<file path="src/rtl/riscv_pkg.sv">
// Shared core types: fetch entry layout, instruction constants and fetch state.
package riscv_pkg;

  localparam int unsigned CORE_XLEN = 32;

  localparam logic [31:0] INSTR_ZERO = 32'h0000_0000;

  typedef enum logic {
    FS_RUN  = 1'b0,
    FS_HALT = 1'b1
  } fetch_state_e;

  typedef struct packed {
    logic [CORE_XLEN-1:0] pc;
    logic [31:0]          instr;
    logic                 fault;
  } fetch_entry_t;

  function automatic logic is_misaligned(input logic [1:0] lsb);
    return lsb != 2'b00;
  endfunction

endpackage

</file>
<file path="src/rtl/fetch_fifo.sv">
// Show-ahead FIFO of fetch entries with synchronous flush and occupancy count.
module fetch_fifo
  import riscv_pkg::*;
#(
  parameter int unsigned DEPTH = 2
) (
  input  logic                   clk,
  input  logic                   reset,
  input  logic                   i_flush,
  input  logic                   i_push,
  input  fetch_entry_t           i_push_data,
  input  logic                   i_pop,
  output logic                   o_empty,
  output fetch_entry_t           o_head,
  output logic [$clog2(DEPTH):0] o_count
);

  localparam int unsigned PW = $clog2(DEPTH);

  fetch_entry_t  r_mem [DEPTH];
  logic [PW-1:0] r_wptr;
  logic [PW-1:0] r_rptr;
  logic [PW:0]   r_count;

  logic w_full;
  logic w_do_pop;
  logic w_do_push;

  assign o_empty   = (r_count == '0);
  assign w_full    = (r_count == (PW+1)'(DEPTH));
  assign w_do_pop  = i_pop & ~o_empty;
  assign w_do_push = i_push & (~w_full | w_do_pop);
  assign o_head    = r_mem[r_rptr];
  assign o_count   = r_count;

  always_ff @(posedge clk or posedge reset) begin
    if (reset) begin
      r_wptr  <= '0;
      r_rptr  <= '0;
      r_count <= '0;
    end else if (i_flush) begin
      r_wptr  <= '0;
      r_rptr  <= '0;
      r_count <= '0;
    end else begin
      if (w_do_push) r_wptr <= r_wptr + PW'(1);
      if (w_do_pop)  r_rptr <= r_rptr + PW'(1);
      case ({w_do_push, w_do_pop})
        2'b10:   r_count <= r_count + (PW+1)'(1);
        2'b01:   r_count <= r_count - (PW+1)'(1);
        default: r_count <= r_count;
      endcase
    end
  end

  always_ff @(posedge clk) begin
    if (w_do_push && !i_flush) r_mem[r_wptr] <= i_push_data;
  end

  // The request throttle upstream must never let a push meet a full buffer.
  a_no_overflow: assert property (@(posedge clk) disable iff (reset)
    !(i_push && !i_flush && w_full && !i_pop));

endmodule

</file>
<file path="src/rtl/fetch_stage.sv">
// Instruction fetch: PC sequencing, one-cycle imem tracking, redirect/fault
// handling and the buffered valid/ready interface toward decode.
module fetch_stage
  import riscv_pkg::*;
#(
  parameter int unsigned    XLEN      = 32,
  parameter logic [XLEN-1:0] RESET_PC = '0,
  parameter int unsigned    BUF_DEPTH = 2
) (
  input  logic            clk,
  input  logic            reset,
  output logic            imem_req_o,
  output logic [XLEN-1:0] imem_addr_o,
  input  logic [31:0]     imem_rdata_i,
  input  logic            redirect_i,
  input  logic [XLEN-1:0] redirect_pc_i,
  output logic            out_valid_o,
  input  logic            out_ready_i,
  output logic [XLEN-1:0] out_pc_o,
  output logic [31:0]     out_instr_o,
  output logic            out_fault_o
);

  localparam int unsigned CW = $clog2(BUF_DEPTH) + 1;

  fetch_state_e    r_state;
  logic [XLEN-1:0] r_fetch_pc;
  logic            r_s1_valid;
  logic [XLEN-1:0] r_s1_pc;
  logic            r_fault_pend;
  logic [XLEN-1:0] r_fault_pc;

  logic            w_empty;
  logic [CW-1:0]   w_count;
  fetch_entry_t    w_head;
  fetch_entry_t    w_push_entry;
  logic            w_push;
  logic            w_pop;
  logic [CW:0]     w_occ;
  logic            w_req;

  assign w_pop = out_valid_o & out_ready_i & ~redirect_i;

  // Occupancy once this cycle settles; a new request is only safe if its
  // response will still find a free slot next cycle.
  assign w_occ = {1'b0, w_count} + (CW+1)'(r_s1_valid) - (CW+1)'(w_pop);
  assign w_req = (r_state == FS_RUN) & ~redirect_i & (w_occ < (CW+1)'(BUF_DEPTH));

  assign imem_req_o  = w_req & ~reset;
  assign imem_addr_o = r_fetch_pc;

  always_ff @(posedge clk or posedge reset) begin
    if (reset) begin
      r_state      <= FS_RUN;
      r_fetch_pc   <= RESET_PC;
      r_s1_valid   <= 1'b0;
      r_s1_pc      <= '0;
      r_fault_pend <= 1'b0;
      r_fault_pc   <= '0;
    end else if (redirect_i) begin
      r_s1_valid <= 1'b0;
      r_fetch_pc <= redirect_pc_i;
      if (is_misaligned(redirect_pc_i[1:0])) begin
        r_state      <= FS_HALT;
        r_fault_pend <= 1'b1;
        r_fault_pc   <= redirect_pc_i;
      end else begin
        r_state      <= FS_RUN;
        r_fault_pend <= 1'b0;
      end
    end else begin
      r_fault_pend <= 1'b0;
      r_s1_valid   <= w_req;
      if (w_req) begin
        r_s1_pc    <= r_fetch_pc;
        r_fetch_pc <= r_fetch_pc + XLEN'(4);
      end
    end
  end

  // A fault entry and a memory response never coincide: the redirect that
  // raises the fault also cancels the in-flight fetch.
  always_comb begin
    w_push_entry = '0;
    if (r_fault_pend) begin
      w_push_entry.pc    = CORE_XLEN'(r_fault_pc);
      w_push_entry.instr = INSTR_ZERO;
      w_push_entry.fault = 1'b1;
    end else begin
      w_push_entry.pc    = CORE_XLEN'(r_s1_pc);
      w_push_entry.instr = imem_rdata_i;
      w_push_entry.fault = 1'b0;
    end
  end

  assign w_push = ~redirect_i & (r_s1_valid | r_fault_pend);

  fetch_fifo #(
    .DEPTH (BUF_DEPTH)
  ) u_fifo (
    .clk         (clk),
    .reset       (reset),
    .i_flush     (redirect_i),
    .i_push      (w_push),
    .i_push_data (w_push_entry),
    .i_pop       (w_pop),
    .o_empty     (w_empty),
    .o_head      (w_head),
    .o_count     (w_count)
  );

  assign out_valid_o = ~w_empty;
  assign out_pc_o    = out_valid_o ? XLEN'(w_head.pc) : '0;
  assign out_instr_o = out_valid_o ? w_head.instr     : INSTR_ZERO;
  assign out_fault_o = out_valid_o & w_head.fault;

endmodule

</file>
<file path="config.mk">
export PLATFORM = sky130hd
export DESIGN_NAME = fetch_stage
export DESIGN_NICKNAME = d
export VERILOG_FILES = /design/src/rtl/riscv_pkg.sv /design/src/rtl/fetch_fifo.sv /design/src/rtl/fetch_stage.sv
export SDC_FILE = /design/constraint.sdc
export NUM_CORES = 1
export LEC_CHECK = 0
export ABC_CLOCK_PERIOD_IN_PS = 8700
export BUFFER_PORTS_ARGS = -buffer_cell sky130_fd_sc_hd__buf_2
export CELL_PAD_IN_SITES_DETAIL_PLACEMENT = 1
export CELL_PAD_IN_SITES_GLOBAL_PLACEMENT = 1
export CORE_MARGIN = 3
export CORE_UTILIZATION = 45
export CTS_CLUSTER_SIZE = 14
export DETAILED_ROUTE_END_ITERATION = 8
export PLACE_DENSITY_LB_ADDON = 0.1
export SETUP_SLACK_MARGIN = 0.2
export SYNTH_ARGS = -nofsm -noshare
export SYNTH_HDL_FRONTEND = slang
export SYNTH_SLANG_ARGS = --single-unit
export TNS_END_PERCENT = 10
</file>
<file path="constraint.sdc">
create_clock -name clk -period 8.7 [get_ports clk]
set_clock_uncertainty 0.15 [all_clocks]
set_input_delay 0.87 -clock clk [delete_from_list [all_inputs] [get_ports clk]]
set_output_delay 0.87 -clock clk [all_outputs]
set_load 0.1 [all_outputs]
</file>
### Word-level counts from Yosys, hierarchy flattened

Memory sizes are Yosys's and may differ from the RTL's.
Cells that the tools add are included.
W data, S select, Z words.

* flip-flop bits (word level): 103
* input bits: 68
* logic and storage cells: 63
* bits in writable memories: 130
* memories kept: 1

* add/sub/neg operators: 7
* magnitude comparators: 1
* reduce and logical (&&, ||, !) cells: 10
* eq/ne operators: 3
* bitwise gates (word level): 16
* muxes and demuxes: 16

Memories
* u_fifo.r_mem: depth 2, bits a word 65, rd ports 1, clocked after memory_dff 0, wr ports 1, line fetch_fifo.sv:20 `fetch_entry_t r_mem [DEPTH];`

Operators with widths (count)
* $mux W32: 4
* $mux W65: 1
* $add A32 B3 Y32 const B: 1
* $and A1 B1 Y1: 9
* $mux W1: 9
* $reduce_bool A2 Y1: 4
* $not A1 Y1: 5
* $eq A2 B2 Y1 const B: 2
* $pmux W2 S2: 1
* $reduce_and A2 Y1: 2
* $add A2 B1 Y3: 1
* $lt A3 B2 Y1 const B: 1
* $reduce_bool A3 Y1: 1
* $sub A3 B1 Y3: 1
* $add A1 B1 Y1 const B: 2
* $add A2 B1 Y2 const B: 1
* $eq A2 B1 Y1 const B: 1
* $logic_not A2 Y1: 1
* $mux W2: 1
* $or A1 B1 Y1: 2
* $sub A2 B1 Y2 const B: 1
* $logic_and A1 B1 Y1: 1
* $logic_not A1 Y1: 1

### Depth between registers and ports, before layout

* depth after elaboration: 10
* gate-level depth with buffers: 15
* depth with buffers taken out: 13

### By module

A second synthesis with hierarchy kept.

* cells, all modules: 808
* area total of the unflattened synthesis: 10352.4 um^2

Modules (own cells, without submodules)
* fetch_stage: sequential area each 2477.4 um^2, cells an instance 577, area an instance 5427.7 um^2, times used 1
* fetch_fifo: sequential area each 4003.8 um^2, cells an instance 231, area an instance 4924.7 um^2, times used 1

### Least setup slack after synthesis

OpenSTA, ideal clock, no wires.

* kind: input -> register
* start point: in redirect_i
* end point: reg u_fifo.r_wptr
* slack: 526 ps
* library setup time: 113 ps
* stages: 3
* data required time: 8437 ps
* arrival: 7911 ps
* cell sequence: clkbuf_1 > nor4_1 > o21bai_1

* word-level cells in the longest chain between the ends: 6

Ends and longest elaborated chain
* start: declaration: line fetch_stage.sv:15 `input logic redirect_i,`
* $not A1 Y1 (no line)
* $and A1 B1 Y1: line fetch_stage.sv:42 `assign w_pop = out_valid_o & out_ready_i & ~redirect_i;`
* $and A1 B1 Y1: line fetch_fifo.sv:31 `assign w_do_pop = i_pop & ~o_empty;`
* $or A1 B1 Y1: line fetch_fifo.sv:32 `assign w_do_push = i_push & (~w_full | w_do_pop);`
* $and A1 B1 Y1: line fetch_fifo.sv:32
* $reduce_bool A2 Y1 (no line)
* end signal: assignment: line fetch_fifo.sv:46 `if (w_do_push) r_wptr <= r_wptr + PW'(1);`
* end: declaration: line fetch_fifo.sv:21 `logic [PW-1:0] r_wptr;`

Parallel ways exist; a longest one is shown, timed or not.
A chain may end at the register's enable or synchronous reset.

### Final worst setup path

* start point: in redirect_i
* end point: out imem_req_o

* word-level cells in the longest chain between the ends: 6

Ends and longest elaborated chain
* $not A1 Y1 (no line) *
* $and A1 B1 Y1: line fetch_stage.sv:42
* $sub A3 B1 Y3: line fetch_stage.sv:46 `assign w_occ = {1'b0, w_count} + (CW+1)'(r_s1_valid) - (CW+1)'(w_pop);`
* $lt A3 B2 Y1: line fetch_stage.sv:47 `assign w_req = (r_state == FS_RUN) & ~redirect_i & (w_occ < (CW+1)'(BUF_DEPTH));`
* $and A1 B1 Y1 *: line fetch_stage.sv:47
* $and A1 B1 Y1 *: line fetch_stage.sv:49 `assign imem_req_o = w_req & ~reset;`
* end: declaration: line fetch_stage.sv:12 `output logic imem_req_o,`

Mark *: on every way between the ends. The rest lies on a longest branch, timed or not.

==> results.yml <==
outcome:
  outcome: "complete, no violations"
worst_setup_path:
  r2r_cells: 13
  ff2ff_setup_slack_ps: 4400
  worstReg2RegStart: "u_fifo.o_count[1]"
  setup.worst_path.class: "primary input to primary output"
  crit_required_ps: 7680
  crit_path_end_kind: "primary output"
  cp-start-kind: "primary input"
  worstSetupStartpoint: "redirect_i"
  crit_fanout: 65
  reg2reg_to: "imem_addr_o[19]"
  arrival_ps: 4300
timing:
  rsz0062_at_grt: "false"
  setup_viol: 0
  fin_crit_sh: 0.6112
  maxSlewHeadroom: 0.2034
  max_freq_ghz: 0.1881
  finalHoldViolCount: 0
  fin_tns_setup_ps: 0
  fin_crit_ps: 5317
  maxSlewViolCount: 0
  tightest_slew_ps: 1190
synthesis:
  yosysMostFrequentCell: "nand2_1"
  syn-cell-area_mm2: 0.01001
  avgSynthCellArea_um2: 12.56
  syn-num-nets: 868
  postSynthCellCount: 797
  synth_top_area_share: 0.3900
  synth-async-reset-ratio: 0.4421
  ys_top_cells_by_count: "132 x nand2_1, 130 x edfxtp_1, 103 x dfrtp_1, 79 x nor2_1, 66 x mux2i_1"
  synth_edf_count: 130
  yosysUniqueCellTypes: 42
  synth_area_leaders: "edfxtp_1 39%, dfrtp_1 26%, mux2_2 7.1%, mux2i_1 6.6%, nand2_1 5.0%"
  yosysWarnings: 0
  synth-seq-cells: 233
  yosysTopAreaCell: "edfxtp_1"
  ys.flop_type: "edfxtp_1"
  synth-seq-area-share: 0.6476
route:
  viasPerCell: 5.325
  drt_iter0_drc: 299
  routedWlPerCell_um: 19.93
  drt_wl_total_um: 24880
  vias: 6645
  drc: 0
  drtPass1Iterations: 4
  ant_nets: 0
cells_and_area:
  fillers: 2228
  final_nets: 1026
  post-route-util: 0.5551
  layout-drive-gt1-share: 0.2950
  area_delta_synth_final_pct: 18.80
  n_antenna_cell: 0
  layout.cells.non_filler: 1248
die:
  start_util: 0.4673
  die_y_um: 155.1
  dieArea_mm2: 0.02407
  rows: 53
  die_x_um: 155.1
  ioPinCount: 167
  coreArea_mm2: 0.02142
clock_network:
  cts_inserted_buffers: 25
  cts_setup_buffers: 0
  cts_resized: 0
  cts.path.max_buffers: 3
  clk_latency_ps: 510
  cts-root-buf: "clkbuf_16"
  holdBufCountCts: 0
  clkTransAtPathRegs_ps: 60
  htree_levels: 1
  cts_tree: "yes"
  clock-sinks: 233
power_and_ir_drop:
  peakVddDrop_mv: 0.1368
  leakage_uw: 0.004952
  p_per_area_mw_per_mm2: 265.2
  finalPower_uw: 3153
grt:
  grt_remaining_overflow: 0
  grt_first_pass_wirelength_um: 39430
  grt_start_max_net_pins: 68
  grt_pass1_vias: 7156
  globalRouteTotalUtil: 0.2054
  antenna_found_initial: 0
placement:
  io_buffers: 166
  dp_hpwl_um: 15960
  dpl.cell_count: 1203
  gp_congestion: 0.7768
hold_path:
  min_path_type: "primary input to asynchronous set/reset pin"
run:
  max_cap_viol_count: 0
cells in the final DEF (no fill, tap or decap), drive strengths merged, types with 6 or more instances in the layout:
cell type / netlist / layout
nand4: 16 / 16
nand2: 132 / 132
clkinv: 1 / 11
dfrtp: 103 / 103
nand3: 17 / 17
and3: 6 / 6
o21ai: 32 / 32
edfxtp: 130 / 130
xnor2: 8 / 8
mux2i: 66 / 66
xor2: 16 / 16
nor2b: 34 / 34
inv: 10 / 10
clkbuf: 31 / 34
buf: 12 / 174
mux2: 63 / 63
nor2: 79 / 79
worst max-delay path by stage:
stage,endpoint,slack [ps],cells after the start
2_1_floorplan,u_fifo.r_wptr,530,3
6_report,imem_req_o,3380,11
3_5_place_dp,imem_req_o,3370,11
3_3_place_gp,imem_req_o,3560,11
5_1_grt,imem_req_o,3140,11
4_1_cts,imem_req_o,3390,11
logic make-up after synthesis:
family | Yosys count | synth area share
and+or+nand+nor | 309 | 0.1429
DFF | 233 | 0.6476
muxes | 129 | 0.1369
buffers and inverters | 54 | 0.02088
AOI/OAI and AO/OA | 45 | 0.02625
xor gates and xnor gates | 24 | 0.02100
adders and majority gates | 3 | 0.004500
flip-flops by register name, indices dropped and copies added, names as in the netlist:
register / cells
r_fault_pend: 1
r_fault_pc: 32
u_fifo.r_rptr: 1
u_fifo.r_mem: 130
r_s1_pc: 32
u_fifo.r_wptr: 1
imem_addr_o: 32
r_s1_valid: 1
r_state: 1
u_fifo.o_count: 2
power breakdown:
part           switching (µW)  total (µW)  internal, µW
combinational             576         749           173
sequential               79.1        1400          1320
clock                     411        1000           590
per-stage QoR:
step / worst slack, ps / instance area (µm²) / hold WS, ps
final: 3383 / 11890 / 321.8
after global routing: 3137 / 11890 / 353.8
after CTS: 3390 / 11890 / 319.6
after detailed placement: 3374 / 11120 / 322.6
after global placement: 3559 / 11120 / 303.9
after floorplan: 525.6 / 10010 / 290.4
area by class of cell:
| class | count | area [µm²] | area share |
|---|---|---|---|
| clock buffers | 34 | 700.7 | 0.05893 |
| inverters | 11 | 43.79 | 0.003683 |
| multi-input cells | 510 | 3351 | 0.2818 |
| clock inverters | 11 | 73.82 | 0.006209 |
| flip-flops and latches | 233 | 6486 | 0.5455 |
| repair buffers | 174 | 890.9 | 0.07492 |
| well taps | 275 | 344.1 | 0.02894 |
routing by layer:
| layer | part of all wire | vias to the layer above | wire length [µm] | GRT usage |
|---|---|---|---|---|
| met5 | 0 | - | 0 | 0 |
| met4 | 0.017 | 0 | 431 | 0.04289 |
| met3 | 0.052 | 30 | 1298 | 0.03338 |
| met2 | 0.51 | 170 | 12720 | 0.3674 |
| met1 | 0.42 | 3344 | 10430 | 0.2651 |
| li1 | - | 3101 | - | - |
worst max-delay path, cell delays in order:
cell	delay, ps
buf_2	80
buf_4	520
nor2_1	120
ha_1	280
nand2b_1	160
fa_1	430
xnor2_1	380
nand3_2	470
buf_4	400
nor2_1	110
buf_2	430
Note: power is estimated with default switching activity, not from simulation.
